**src/rtl/nco_pkg.sv**
```systemverilog
// Shared framing constants for the NCO phase serializer/deserializer pair.
// Both ends import this package so slot count and widths stay in agreement.
package nco_pkg;

   localparam int CHUNK_W   = 2;                  // bits carried per slot
   localparam int NSLOT     = 6;                  // data slots per frame
   localparam int OUT_W     = CHUNK_W * NSLOT;    // reassembled phase word width
   localparam int FRAME_LEN = NSLOT + 1;          // strobe cycle plus data slots
   localparam int SLOT_W    = $clog2(NSLOT);

   typedef logic [1:0]        state_t;
   typedef logic [SLOT_W-1:0] slot_t;

   localparam state_t ST_IDLE  = 2'd0;
   localparam state_t ST_HUNT  = 2'd1;
   localparam state_t ST_RECV  = 2'd2;
   localparam state_t ST_CHECK = 2'd3;

   localparam slot_t LAST_SLOT = slot_t'(NSLOT - 1);

endpackage

```
**src/rtl/nco_chunk_shreg.sv**
```systemverilog
// Chunk-in / word-out shift register. Chunks enter at the MSB end so the
// first-received (LSB) pair ends up at bit 0 after NSLOT shifts.
module nco_chunk_shreg
   import nco_pkg::*;
(
   input  logic               clk,
   input  logic               rst,
   input  logic               i_clr,
   input  logic               i_shift,
   input  logic [CHUNK_W-1:0] i_chunk,
   output logic [OUT_W-1:0]   o_word_nxt
);

   logic [OUT_W-1:0] r_word;
   logic [OUT_W-1:0] w_word_nxt;

   assign w_word_nxt = {i_chunk, r_word[OUT_W-1:CHUNK_W]};
   // Look-ahead value lets the owner capture the word on the closing edge.
   assign o_word_nxt = w_word_nxt;

   // Clear wins over shift so a resync always starts from an empty word.
   always_ff @(posedge clk or posedge rst) begin
      if (rst) begin
         r_word <= '0;
      end else if (i_clr) begin
         r_word <= '0;
      end else if (i_shift) begin
         r_word <= w_word_nxt;
      end
   end

endmodule

```
**src/rtl/nco_phase_deserializer.sv**
```systemverilog
// Receive side of the NCO phase link: rebuilds the quadrant-folded phase
// word and its sign from the 2-bit chunk stream, tracks frame alignment and
// flags framing loss, resynchronising on the next strobe.
module nco_phase_deserializer
   import nco_pkg::*;
(
   input  logic               clk,
   input  logic               rst,
   input  logic               En,
   input  logic               Vld_in,
   input  logic [CHUNK_W-1:0] Ain,
   input  logic               ISin,
   output logic [OUT_W-1:0]   Dout,
   output logic               Sout,
   output logic               Dvld,
   output logic               FrmErr,
   output logic               Locked
);

   state_t           r_state;
   state_t           w_state_nxt;
   slot_t            r_slot;
   slot_t            w_slot_nxt;
   logic             r_sign_hold;
   logic             w_sign_nxt;
   logic             w_clr;
   logic             w_shift;
   logic             w_load;
   logic             w_dvld_nxt;
   logic             w_frmerr_nxt;
   logic             w_locked_nxt;
   logic [OUT_W-1:0] w_word_nxt;

   nco_chunk_shreg u_shreg (
      .clk        (clk),
      .rst        (rst),
      .i_clr      (w_clr),
      .i_shift    (w_shift),
      .i_chunk    (Ain),
      .o_word_nxt (w_word_nxt)
   );

   // Frame FSM: decides next state, slot, flags and shift-register controls.
   always_comb begin
      w_state_nxt  = r_state;
      w_slot_nxt   = r_slot;
      w_sign_nxt   = r_sign_hold;
      w_clr        = 1'b0;
      w_shift      = 1'b0;
      w_load       = 1'b0;
      w_dvld_nxt   = 1'b0;
      w_frmerr_nxt = 1'b0;
      w_locked_nxt = Locked;

      if (!En) begin
         // Disable drops any partial frame silently.
         w_state_nxt  = ST_IDLE;
         w_slot_nxt   = '0;
         w_clr        = 1'b1;
         w_locked_nxt = 1'b0;
      end else begin
         case (r_state)
            ST_IDLE: begin
               w_state_nxt = ST_HUNT;
            end
            ST_HUNT: begin
               if (Vld_in) begin
                  w_sign_nxt  = ISin;
                  w_slot_nxt  = '0;
                  w_clr       = 1'b1;
                  w_state_nxt = ST_RECV;
               end
            end
            ST_RECV: begin
               if (Vld_in) begin
                  // Early strobe: abandon this word and align to the new frame.
                  w_frmerr_nxt = 1'b1;
                  w_locked_nxt = 1'b0;
                  w_sign_nxt   = ISin;
                  w_slot_nxt   = '0;
                  w_clr        = 1'b1;
               end else begin
                  w_shift = 1'b1;
                  if (r_slot == LAST_SLOT) begin
                     w_load      = 1'b1;
                     w_dvld_nxt  = 1'b1;
                     w_slot_nxt  = '0;
                     w_state_nxt = ST_CHECK;
                  end else begin
                     w_slot_nxt = r_slot + slot_t'(1);
                  end
               end
            end
            ST_CHECK: begin
               if (Vld_in) begin
                  w_locked_nxt = 1'b1;
                  w_sign_nxt   = ISin;
                  w_slot_nxt   = '0;
                  w_clr        = 1'b1;
                  w_state_nxt  = ST_RECV;
               end else begin
                  w_frmerr_nxt = 1'b1;
                  w_locked_nxt = 1'b0;
                  w_state_nxt  = ST_HUNT;
               end
            end
            default: begin
               w_state_nxt = ST_IDLE;
               w_slot_nxt  = '0;
            end
         endcase
      end
   end

   // Control state and one-cycle status pulses.
   always_ff @(posedge clk or posedge rst) begin
      if (rst) begin
         r_state     <= ST_IDLE;
         r_slot      <= '0;
         r_sign_hold <= 1'b0;
         Dvld        <= 1'b0;
         FrmErr      <= 1'b0;
         Locked      <= 1'b0;
      end else begin
         r_state     <= w_state_nxt;
         r_slot      <= w_slot_nxt;
         r_sign_hold <= w_sign_nxt;
         Dvld        <= w_dvld_nxt;
         FrmErr      <= w_frmerr_nxt;
         Locked      <= w_locked_nxt;
      end
   end

   // Output word and sign update only when a complete frame closes.
   always_ff @(posedge clk or posedge rst) begin
      if (rst) begin
         Dout <= '0;
         Sout <= 1'b0;
      end else if (w_load) begin
         Dout <= w_word_nxt;
         Sout <= r_sign_hold;
      end
   end

endmodule

```
**config.mk**
```make
export PLATFORM = sky130hd
export DESIGN_NAME = nco_phase_deserializer
export DESIGN_NICKNAME = d
export VERILOG_FILES = /design/src/rtl/nco_pkg.sv /design/src/rtl/nco_chunk_shreg.sv /design/src/rtl/nco_phase_deserializer.sv
export SDC_FILE = /design/constraint.sdc
export NUM_CORES = 1
export LEC_CHECK = 0
export BUFFER_PORTS_ARGS = -buffer_cell sky130_fd_sc_hd__buf_2
export CORE_UTILIZATION = 48
export DETAILED_ROUTE_END_ITERATION = 10
export PLACE_DENSITY = 0.82
export SLEW_MARGIN = 10
export SYNTH_ARGS = -nofsm -noshare
export SYNTH_HDL_FRONTEND = slang
export SYNTH_SLANG_ARGS = --single-unit
```
**constraint.sdc**
```tcl
create_clock -name clk -period 1.6 [get_ports clk]
set_input_delay 0.32 -clock clk [delete_from_list [all_inputs] [get_ports clk]]
set_output_delay 0.32 -clock clk [all_outputs]
set_load 0.05 [all_outputs]
```
==> parameters.txt <==
Parameter                              Value

Run status
  Run status    completed

Cells and area
  Area added between synthesis and finish    19.3%
  Layout Nets    about 130
  Final antenna diode count    0
  Commonest cells after routing, fill and taps aside    dfrtp_1, buf_2, mux2_1, a22o_1, buf_4
  Final Instance Count excl. Fillers    approximately 150
  Fillers    204
  Share of final-layout standard cells stronger than drive strength 1    between 30% and 40%
  Most common cell after layout, fill and taps aside    dfrtp_1

Route
  Total number of vias    roughly 840
  Number of iterations in the first detailed-routing pass    2
  Vias per std cell    approximately 5.5
  Post-detailed-route DRC marker count    0
  Violation count after the first detailed-route iteration    4
  Average wire per cell in the routed design    roughly 15 µm
  Number of antenna-violating nets in the routed design    0
  Aggregate routed wire length    about 2.2 mm

Timing
  Clock period minus final worst setup slack    approximately 1500 ps
  Worst Slack Setup Final    around 57 ps
  Final hold vios    0
  Skew final    between 7 and 8 ps
  Final number of setup-violating endpoints    0
  Least-Margin Pin Slew    about 390 ps
  Final Max Slew Viols    0
  Fraction of the cycle the final worst path needs    96.4%
  Fmax    648 MHz
  Unrepaired setup endpoints after global routing    false
  Worst slew slack as a fraction of its limit    73.9%
  Final total negative setup slack    0 ps

Synthesis
  Number of enable flip-flop cells after synthesis    0
  Fraction of the mapped netlist area in compound gates    11.5%
  Post-Synth XOR/XNOR Area    less than 1%
  Synthesized-area fraction occupied by and/or/nand/nor cells    approximately 8%
  Part of the Yosys area used for sequential elements    63.1%
  Number of synthesized register bits    32
  Synth Area in Adders    0%
  Synth area leaders    dfrtp_1, mux2_1, a22o_1
  Syn avg cell area    between 10 and 15 µm²
  Area share of the largest cell type after synthesis    63.1%
  Largest family of logic cells by synthesized area    multiplexers
  Number of synthesis warnings    0
  Mapped Nets    97
  Ys flop type    dfrtp_1
  Number of library cell types mapped by synthesis    29
  Dominant cell type by area after synthesis    dfrtp_1
  Mux share of post-synthesis cell area    13.2%
  Synth async-reset ratio    between 90% and 100%
  Summed instance area of the synthesized netlist    around 0.0013 mm²
  Post-Synthesis Cells    90

Placement
  Cell total after placement    ~150
  Post-detail-place hpwl    about 1.5 mm
  Routability congestion estimate from global placement    between 0.7 and 0.8
  Pre-CTS setup slack    7.08 ps
  Port buffer count    22

Floorplanning
  Standard-cell row count    18
  Die Y    approximately 53 µm
  Number of top-level pins    23
  Width of the die    ~53 µm
  Die Area    around 0.0029 mm²
  Effective utilization at floorplan    about half
  Core Area    0.00248 mm²

Setup path
  Critical path's slowest cell    dfrtp_1
  Req. time, crit path    1820 ps
  Largest stage delay on the critical path    about 390 ps
  CP bufs+invs    1
  Type of the setup path with the least slack    reg -> reg
  Crit path launch type    flip-flop
  Largest driver fanout on the critical path    10
  Arrival time of data at the critical path endpoint    between 1500 and 2000 ps
  Endpoint type of the worst setup path    flip-flop
  List of cells traversed by the critical path    and4bb_1, nor3b_4, buf_6, mux2_2
  Cell family with most CP delay    simple AND/OR/NAND/NOR gates

Global routing
  Pin count of the biggest net entering global routing    33
  Congestion Overflow GR    0
  Number of antenna violations at the first check in global routing    0
  First-pass GRT wire length    about 3.7 mm
  Vias in the first global route    between 800 and 900
  Total global-route track usage    between 10% and 20%

Pwr
  Power density over cell area    around 940 mW/mm²
  Total power    between 1000 and 1500 µW
  Leak    a little over 0.0008 µW
  Worst-case vdd ir drop    0.783 mV

CTS
  Count of hold-fix buffers inserted at cts    0
  Number of sinks handled by clock tree synthesis    32
  Clock slew seen by the registers of the worst setup and hold paths    approximately 100 ps
  CTS max path bufs    2
  Clk Tree Root Cell    clkbuf_4
  Clock buffer count from CTS    5
  Depth of the CTS H-tree    2
  Source-to-sink clock delay at the later pin of the worst-skew pair    330 ps
  TritonCTS clock tree    done

Worst hold path
  Type of the most critical hold path    in -> async

Job
  MaxCap Viol Count    0
[what timing repair did]
| action | CTS | global route |
|---|---|---|
| setup endpoints to repair | 0 | 3 |
| resized for setup | 0 | 1 |
| buffers inserted | 0 | 0 |
[through the flow]
step                utilization (%)  hold slack [ps]  instance area [µm²]
global route                   61.2             81.6                 1520
CTS                            61.0             47.4                 1510
global placement               58.5              405                 1450
floorplan                         -              436                 1280
finish                         61.2             46.7                 1520
detailed placement             58.5              424                 1450
[cell type report]
class / count / area, µm² / share of cell area (%)
Clock buffer: 6 / 51.3 / 3.39
Tap cell: 30 / 37.5 / 2.48
Timing Repair Buffer: 31 / 181 / 12.0
Multi-Input combinational cell: 50 / 427 / 28.2
Inverter: 2 / 7.51 / 0.495
Sequential cell: 32 / 801 / 52.8
Clock inverter: 2 / 10.0 / 0.661
[worst min-delay path, stage by stage]
cell and delay (ps):
buf_2 90, inv_1 40, buf_4 350
[logic make-up (layout without fill, tap and decap cells)]
logic type / Yosys count / in the layout
flops: 32 / 32
compound gates: 18 / 18
simple gates: 16 / 16
mux: 15 / 15
buf+inv: 8 / 41
xor+xnor: 1 / 1
[registers in the layout, indices dropped and copies added (netlist names), 2 cells and up]
register,cells
u_shreg.r_word,10
r_state,2
Dout,12
r_slot,3
[power breakdown]
group	internal (µW)	leakage [µW]	switching, µW
registers	824	0.000441	9.54
clock network	209	0.0000380	274
logic	42.0	0.000348	60.2
total	1070	0.000828	343
[metal layers]
layer	up-vias	GRT usage, %	share of wire [%]
met5	-	0	0
met4	0	13.2	2.0
met3	6	6.32	5.6
met2	25	30.0	48
met1	418	23.7	44
li1	389	-	-
[cell usage after synthesis, drive strengths merged (2+ instances only)]
cell type / n
dfrtp: 32
mux2: 14
a22o: 9
buf: 5
nand2: 3
nor2: 3
and2: 2
inv: 2
nand3: 2
[final timing paths]
path | startpoint | endpoint | slack [ps] | cells past startpoint
setup / recovery | r_state[0] | Dout[5] | 60 | 4
hold / removal | rst | Dout[9] | 50 | 3
setup reg to reg | r_state[0] | Dout[5] | 60 | 4
hold reg to reg | Dout[11] | Dout[11] | 490 | 1
max in group asynchronous | rst | Dout[4] | 1270 | 3
min in group clk | ISin | r_sign_hold | 210 | 2
(Power assumes the default switching activity.)
